--- src/rtl/defuzz_seq_if.sv ---
// rtl/defuzz_seq_if.sv - operand/result handshake bundle for defuzz_seq
interface defuzz_seq_if #(
  parameter int SW_W  = 24,
  parameter int SWG_W = 32,
  parameter int OUT_W = 8
) ();
  logic             start;
  logic [SW_W-1:0]  S_w;
  logic [SWG_W-1:0] S_wg;
  logic             busy;
  logic             valid;
  logic [OUT_W-1:0] G_out;
  logic             zero_w;
  logic             sat;

  modport master (
    output start, S_w, S_wg,
    input  busy, valid, G_out, zero_w, sat
  );

  modport slave (
    input  start, S_w, S_wg,
    output busy, valid, G_out, zero_w, sat
  );
endinterface

--- src/rtl/defuzz_seq.sv ---
// rtl/defuzz_seq.sv - sequential weighted-average defuzzifier, bit-serial restoring divide
// Optional round-half-up when DEFUZZ_ROUND_EN is defined.
module defuzz_seq #(
  parameter int SW_W    = 24,
  parameter int SWG_W   = 32,
  parameter int FRAC    = 15,
  parameter int OUT_W   = 8,
  parameter int OUT_MAX = 100
) (
  input  logic        clk,
  input  logic        rst_n,
  defuzz_seq_if.slave bus
);
  localparam int NUM_W = SWG_W + $clog2(OUT_MAX + 1) + 1;
  localparam int D_W   = SW_W + FRAC;
  localparam int CNT_W = $clog2(NUM_W);

  typedef enum logic [1:0] {IDLE, DIV, DONE} state_t;

  state_t           state, state_n;
  logic [NUM_W-1:0] n_reg, n_n, q_reg, q_n, n_calc;
  logic [D_W-1:0]   d_reg, d_n, d_calc, rem_reg, rem_n;
  logic [D_W:0]     rem_sh;
  logic [CNT_W-1:0] cnt, cnt_n;
  logic             zp_reg, zp_n;
  logic             valid_r, valid_n, zero_r, zero_n, sat_r, sat_n;
  logic [OUT_W-1:0] g_reg, g_n;

  always_comb begin
    d_calc = {bus.S_w, {FRAC{1'b0}}};
    n_calc = NUM_W'(bus.S_wg) * NUM_W'(OUT_MAX);
`ifdef DEFUZZ_ROUND_EN
    n_calc = n_calc + NUM_W'(d_calc >> 1);
`endif
  end

  always_comb begin
    state_n = state;
    n_n     = n_reg;
    d_n     = d_reg;
    q_n     = q_reg;
    rem_n   = rem_reg;
    cnt_n   = cnt;
    zp_n    = zp_reg;
    valid_n = 1'b0;
    zero_n  = zero_r;
    sat_n   = sat_r;
    g_n     = g_reg;
    rem_sh  = {rem_reg, n_reg[cnt]};
    case (state)
      IDLE: begin
        if (bus.start) begin
          q_n   = '0;
          rem_n = '0;
          if (bus.S_w != '0) begin
            n_n     = n_calc;
            d_n     = d_calc;
            cnt_n   = CNT_W'(NUM_W - 1);
            zp_n    = 1'b0;
            state_n = DIV;
          end else begin
            zp_n    = 1'b1;
            state_n = DONE;
          end
        end
      end
      DIV: begin
        // rem stays below D between steps, so D_W bits suffice once the step is done
        if (rem_sh >= {1'b0, d_reg}) begin
          rem_n = D_W'(rem_sh - {1'b0, d_reg});
          q_n   = {q_reg[NUM_W-2:0], 1'b1};
        end else begin
          rem_n = rem_sh[D_W-1:0];
          q_n   = {q_reg[NUM_W-2:0], 1'b0};
        end
        cnt_n = cnt - 1'b1;
        if (cnt == '0) state_n = DONE;
      end
      DONE: begin
        valid_n = 1'b1;
        sat_n   = (q_reg > NUM_W'(OUT_MAX));
        g_n     = sat_n ? OUT_W'(OUT_MAX) : OUT_W'(q_reg);
        zero_n  = zp_reg;
        state_n = IDLE;
      end
      default: state_n = IDLE;
    endcase
  end

  always_ff @(posedge clk or negedge rst_n) begin
    if (!rst_n) begin
      state   <= IDLE;
      n_reg   <= '0;
      d_reg   <= '0;
      q_reg   <= '0;
      rem_reg <= '0;
      cnt     <= '0;
      zp_reg  <= 1'b0;
      valid_r <= 1'b0;
      zero_r  <= 1'b0;
      sat_r   <= 1'b0;
      g_reg   <= '0;
    end else begin
      state   <= state_n;
      n_reg   <= n_n;
      d_reg   <= d_n;
      q_reg   <= q_n;
      rem_reg <= rem_n;
      cnt     <= cnt_n;
      zp_reg  <= zp_n;
      valid_r <= valid_n;
      zero_r  <= zero_n;
      sat_r   <= sat_n;
      g_reg   <= g_n;
    end
  end

  assign bus.busy   = (state != IDLE);
  assign bus.valid  = valid_r;
  assign bus.G_out  = g_reg;
  assign bus.zero_w = zero_r;
  assign bus.sat    = sat_r;
endmodule
--- src/flat_wrapper.sv ---
// flat-port wrapper written by rule: the top's interface ports become plain ports
module defuzz_seq_flat 
#(
  parameter int SW_W    = 24,
  parameter int SWG_W   = 32,
  parameter int FRAC    = 15,
  parameter int OUT_W   = 8,
  parameter int OUT_MAX = 100
)
  (clk, rst_n, bus_start, bus_S_w, bus_S_wg, bus_busy, bus_valid, bus_G_out, bus_zero_w, bus_sat);
  defuzz_seq_if #(.SW_W(SW_W), .SWG_W(SWG_W), .OUT_W(OUT_W)) bus_i ();
  input  logic clk;
  input  logic rst_n;
  input wire logic [$bits(bus_i.start)-1:0] bus_start;
  input wire logic [$bits(bus_i.S_w)-1:0] bus_S_w;
  input wire logic [$bits(bus_i.S_wg)-1:0] bus_S_wg;
  output wire logic [$bits(bus_i.busy)-1:0] bus_busy;
  output wire logic [$bits(bus_i.valid)-1:0] bus_valid;
  output wire logic [$bits(bus_i.G_out)-1:0] bus_G_out;
  output wire logic [$bits(bus_i.zero_w)-1:0] bus_zero_w;
  output wire logic [$bits(bus_i.sat)-1:0] bus_sat;
  assign bus_i.start = bus_start;
  assign bus_i.S_w = bus_S_w;
  assign bus_i.S_wg = bus_S_wg;
  assign bus_busy = bus_i.busy;
  assign bus_valid = bus_i.valid;
  assign bus_G_out = bus_i.G_out;
  assign bus_zero_w = bus_i.zero_w;
  assign bus_sat = bus_i.sat;
  defuzz_seq #(.SW_W(SW_W), .SWG_W(SWG_W), .FRAC(FRAC), .OUT_W(OUT_W), .OUT_MAX(OUT_MAX)) u_core (.clk(clk), .rst_n(rst_n), .bus(bus_i));
endmodule
--- config.mk ---
export PLATFORM = sky130hd
export DESIGN_NAME = defuzz_seq_flat
export DESIGN_NICKNAME = d
export VERILOG_FILES = /design/src/rtl/defuzz_seq_if.sv /design/src/rtl/defuzz_seq.sv /design/src/flat_wrapper.sv
export SDC_FILE = /design/constraint.sdc
export NUM_CORES = 1
export LEC_CHECK = 0
export CORE_AREA = 2 2 140 142
export CTS_CLUSTER_DIAMETER = 100
export DETAILED_ROUTE_END_ITERATION = 10
export DIE_AREA = 0 0 142 144
export PLACE_DENSITY = 0.8
export SKIP_CTS_REPAIR_TIMING = 1
export SLEW_MARGIN = 40
export SYNTH_ARGS = -nofsm -noshare
export SYNTH_HDL_FRONTEND = slang
export SYNTH_SLANG_ARGS = --single-unit
export TNS_END_PERCENT = 100
--- constraint.sdc ---
create_clock -name clk -period 7.7 [get_ports clk]
set_input_delay 1.925 -clock clk [delete_from_list [all_inputs] [get_ports clk]]
set_output_delay 1.925 -clock clk [all_outputs]
set_load 0.01 [all_outputs]
== Yosys cells after proc, flatten, opt, wreduce, memory -nomap -nowiden ==
Index checks and enable logic that the tools add are counted.
Cells by class
  add/sub/neg operators: 2
  $mul: 1
  magnitude comparators: 3
  equality and inequality tests: 5
  mux-type cells: 18
  reductions and logical operators: 10
Operators by type and width (number)
  40-bit one-hot mux with 2 select lines: 1
  39-bit two-way mux: 2
  39-bit one-hot mux with 2 select lines: 1
  40-bit by 39-bit >= comparator with 1-bit output: 1
  40-bit by 7-bit > comparator with 1-bit output (second input constant): 1
  40-bit two-way mux: 1
  39-bit subtractor: 1
  32-bit by 5-bit multiplier with 37-bit output (second input constant): 1
  24-bit nonzero test: 1
  6-bit two-way mux: 2
  6-bit one-hot mux with 2 select lines: 1
  8-bit two-way mux: 1
  6-bit by 7-bit < comparator with 1-bit output (second input constant): 1
  1-bit binary-select mux with 6-bit select: 1
  6-bit logical NOT: 1
  2-bit two-way mux: 3
  2-bit AND reduction: 3
  3-bit AND reduction: 2
  6-bit by 1-bit subtractor with 6-bit output (second input constant): 1
  1-bit two-way mux: 4
  2-bit by 1-bit != test with 1-bit output (second input constant): 2
  2-bit one-hot mux with 2 select lines: 1
  2-bit nonzero test: 2
  2-bit by 1-bit == test with 1-bit output (second input constant): 1
  other kinds (3): 3
Storage, ports and cells
  flip-flop bits (word level): 160
  input bits: 59
  output and inout port bits: 12
  word-level logic and storage cells: 50

== Logic depth before layout (Yosys ltp) ==
  word-level depth: 5
  depth in mapped cells: 16

== Worst setup path after synthesis ==
Ideal clock, no wire load.
  kind: input to register
  from: input bus_S_wg[4]
  to: register u_core.n_reg[27]
  arrival: 5.189 ns
  required time: 7.567 ns
  setup slack: 2.378 ns
  stages on the path: 15
  buffers on the path: 0
  path through: ha_1 -> ha_1 -> inv_1 -> fa_1 -> inv_1 -> ha_1 -> a2111oi_0 -> o21ai_0 -> a31o_2 -> a21o_1 -> a21o_1 -> a21o_1 -> a21oi_1 -> xor2_1 -> o21ai_0
Between the ends
  word-level cells in the longest chain between the ends: 1
RTL lines
  start: declaration: line flat_wrapper.sv:16  | input wire logic [$bits(bus_i.S_wg)-1:0] bus_S_wg;
  32-bit by 5-bit multiplier with 37-bit output: line defuzz_seq.sv:31  | n_calc = NUM_W'(bus.S_wg) * NUM_W'(OUT_MAX);
  end signal: assignment: line defuzz_seq.sv:105  | n_reg <= n_n;
  end: declaration: line defuzz_seq.sv:21  | logic [NUM_W-1:0] n_reg, n_n, q_reg, q_n, n_calc;
Every way passes these cells.
A chain may end at the register's enable or synchronous reset.

== Worst setup path in the final report ==
  from: input bus_S_wg[5]
  to: register u_core.n_reg[30]
The elaborated chain is that of the path after synthesis.

==> metrics.txt <==
largest cells by area after synthesis=dfrtp_1 36%, ha_1 14%, inv_1 5.5%; wire per inst=15.3 µm; H-tree Lvls=4; Residual DRC=0; die area=20400 µm²; Worst Max-Slew Pin Slew=0.811 ns; Rows=51; clock sinks=160; IO Count=71; async set-or-reset flop fraction in the synthesized netlist=100%; reg2reg end=u_core.rem_reg[16]; Worst Setup EP=u_core.n_reg[30]; relative slew slack=45.9%; Initial DRC Count=575; number of CTS-inserted buffers=17; EDFF count, synth=0; Final Max Tran Viols=0; Pleak=6.30 nW; status=finished clean; grt total ovfl=0; Crit Path Category=input pin to flip-flop; Syn-to-layout area delta=13.6%; RSZ-0062 raised after global routing=false; Yosys Warn Count=0; nets@finish=1430; vias per inst=5.84; IO Port Bufs=70; initial core utilization=58.5%; vias in the first global route=8376; worst reg-to-reg setup slack=3.15 ns; initial antenna violation count=0; Synth top area share=35.9%; Clock transition at path regs=0.06 ns; max reg flops=40; Worst Setup SP=bus_S_wg[5]; vias=8563; r2r startpoint=u_core.cnt[0]; first-pass GRT wire length=38800 µm; Critical Path AT=6.15 ns; Clk Latency, worst-skew pair=0.43 ns; Main synth FF type=dfrtp_1; fin util=66.5%; Max-Cap Viols=0; core area=19100 µm²; Worst IR Drop VDD=0.000193 V; CTS root buf=clkbuf_16; filler cell count=1492; drt first pass iters=5; WP data required=8.03 ns; HPWL Detailed=16300 µm; CTS tree=built; Fmax=172 MHz; die width=142 µm; Worst setup EP type=flip-flop; post-synthesis sequential area ratio=35.9%; Hold Fails Final Rpt=0; layout cells sized above 1=7.49%; hold_ws=0.472 ns; net count after synthesis=1378; Detailed Route WL=22500 µm; Syn Area/Cell=9.59 µm²; All-Layer GR Usage=23.3%; Fin Setup TNS=0 ns; reg2reg path depth=9; Longest Clk Path Bufs=2; Final ANT Viol Nets=0; Cells after Synth=1165; Syn Std Cell Area=11200 µm²; Yosys reg bits=160; biggest area consumer among synthesized cells=dfrtp_1; GP Congestion=0.919; post-layout minimum cycle time=5.82 ns; Crit Path Max Fanout=5; Die H=144 µm; # setup viols final=0; fin crit share=75.6%; type of the most critical hold path=flip-flop to flip-flop; largest net degree at the start of global routing=89; Antenna Cells=0; P per Cell Area=396 nW/µm²; Netlist cell types=64; final clock skew=0.0112 ns; Startpoint Class=input pin
[per-layer routing]
layer  vias up  GRT usage, %  share of wire (%)
met5         -             0                  0
met4         0          7.21                1.7
met3        28          3.08                3.0
met2       169          40.2                 49
met1      4183          30.7                 47
li1       4183             -                  -
[power by group]
part | internal, mW | switching, mW
sequential | 1.21 | 0.291
combinational | 1.24 | 1.43
clock | 0.509 | 0.333
[synth_stat cells (3+ instances only)]
master,n
inv_1,165
dfrtp_1,160
ha_1,126
nand2_1,119
o21ai_0,66
a22o_1,55
a21oi_1,54
nor2_1,45
clkbuf_1,38
mux2_2,33
xor2_1,29
fa_1,28
nor3_1,26
xnor2_1,22
o211ai_1,19
nor4_1,18
a21o_1,16
a221o_1,14
nand3_1,12
o21a_1,10
mux4_2,9
a31oi_1,7
and3_1,7
nand4_1,7
o21bai_1,7
and2_1,5
nor2b_1,5
a211oi_1,4
nand2b_1,4
o31ai_1,4
a21boi_0,3
o311ai_0,3
[worst max-delay path: stages]
cell	delay, ns
clkdlybuf4s50_1	0.54
ha_1	0.25
ha_1	0.27
inv_1	0.05
fa_1	0.50
inv_1	0.04
ha_1	0.35
a2111oi_0	0.50
o21ai_0	0.23
a211oi_1	0.36
o21ai_0	0.23
nand2_1	0.16
o21ai_0	0.14
o21a_1	0.21
o21a_1	0.17
o31ai_1	0.21
[per-stage QoR]
stage / instances / power (mW) / cell area (µm²) / setup slack (ns)
2_1_floorplan: 1165 / 3.55 / 11200 / 2.38
3_3_place_gp: 1434 / 4.04 / 12000 / 1.54
3_5_place_dp: 1434 / 4.14 / 12100 / 1.44
4_1_cts: 1465 / 5.01 / 12600 / 1.87
5_1_grt: 1467 / 5.45 / 12700 / 1.57
6_report: 1467 / 5.02 / 12700 / 1.88
[layout by cell type (no fill, tap or decap), drive strengths merged, types with 7 or more instances in the layout]
master,Yosys,final
o211ai,19,19
and3,7,7
o21bai,7,7
xor2,29,29
clkdlybuf4s50,0,69
nand3,12,12
mux2,33,33
o21a,10,10
mux4,9,9
a31oi,8,8
clkbuf,38,23
a21oi,54,54
fa,28,28
o21ai,68,68
buf,6,7
inv,165,165
ha,126,126
nor2,45,45
xnor2,22,22
nand4,7,7
a21o,16,16
a22o,55,55
nor3,26,26
nor4,18,18
a221o,14,14
dfrtp,160,160
nand2,119,119
[worst min path at each step]
| stage | from | to | slack, ns | cells past startpoint |
|---|---|---|---|---|
| after floorplan | u_core.zp_reg | u_core.bus.zero_w | 0.43 | 2 |
| after global placement | u_core.n_reg[22] | u_core.n_reg[22] | 0.46 | 2 |
| after detailed placement | u_core.n_reg[9] | u_core.n_reg[9] | 0.47 | 2 |
| after CTS | u_core.n_reg[34] | u_core.n_reg[34] | 0.48 | 2 |
| after global routing | u_core.n_reg[34] | u_core.n_reg[34] | 0.50 | 2 |
| final | u_core.n_reg[34] | u_core.n_reg[34] | 0.47 | 2 |
[final cells by class]
class	count	area (µm²)	area share (%)
clock buffer	22	484	3.82
clock inverter	9	108	0.848
inverter	165	619	4.88
multi-input combinational	796	6390	50.4
sequential	160	4000	31.6
tap	238	298	2.35
timing repair buffer	77	781	6.16
[logic make-up after synthesis]
family | share of synthesized area, %
compound gates | 17.9
xor+xnor | 4.00
fa+ha+maj | 19.1
buf+inv | 7.18
flops | 35.9
mux | 5.23
simple gates | 10.7
(Power assumes the default switching activity.)
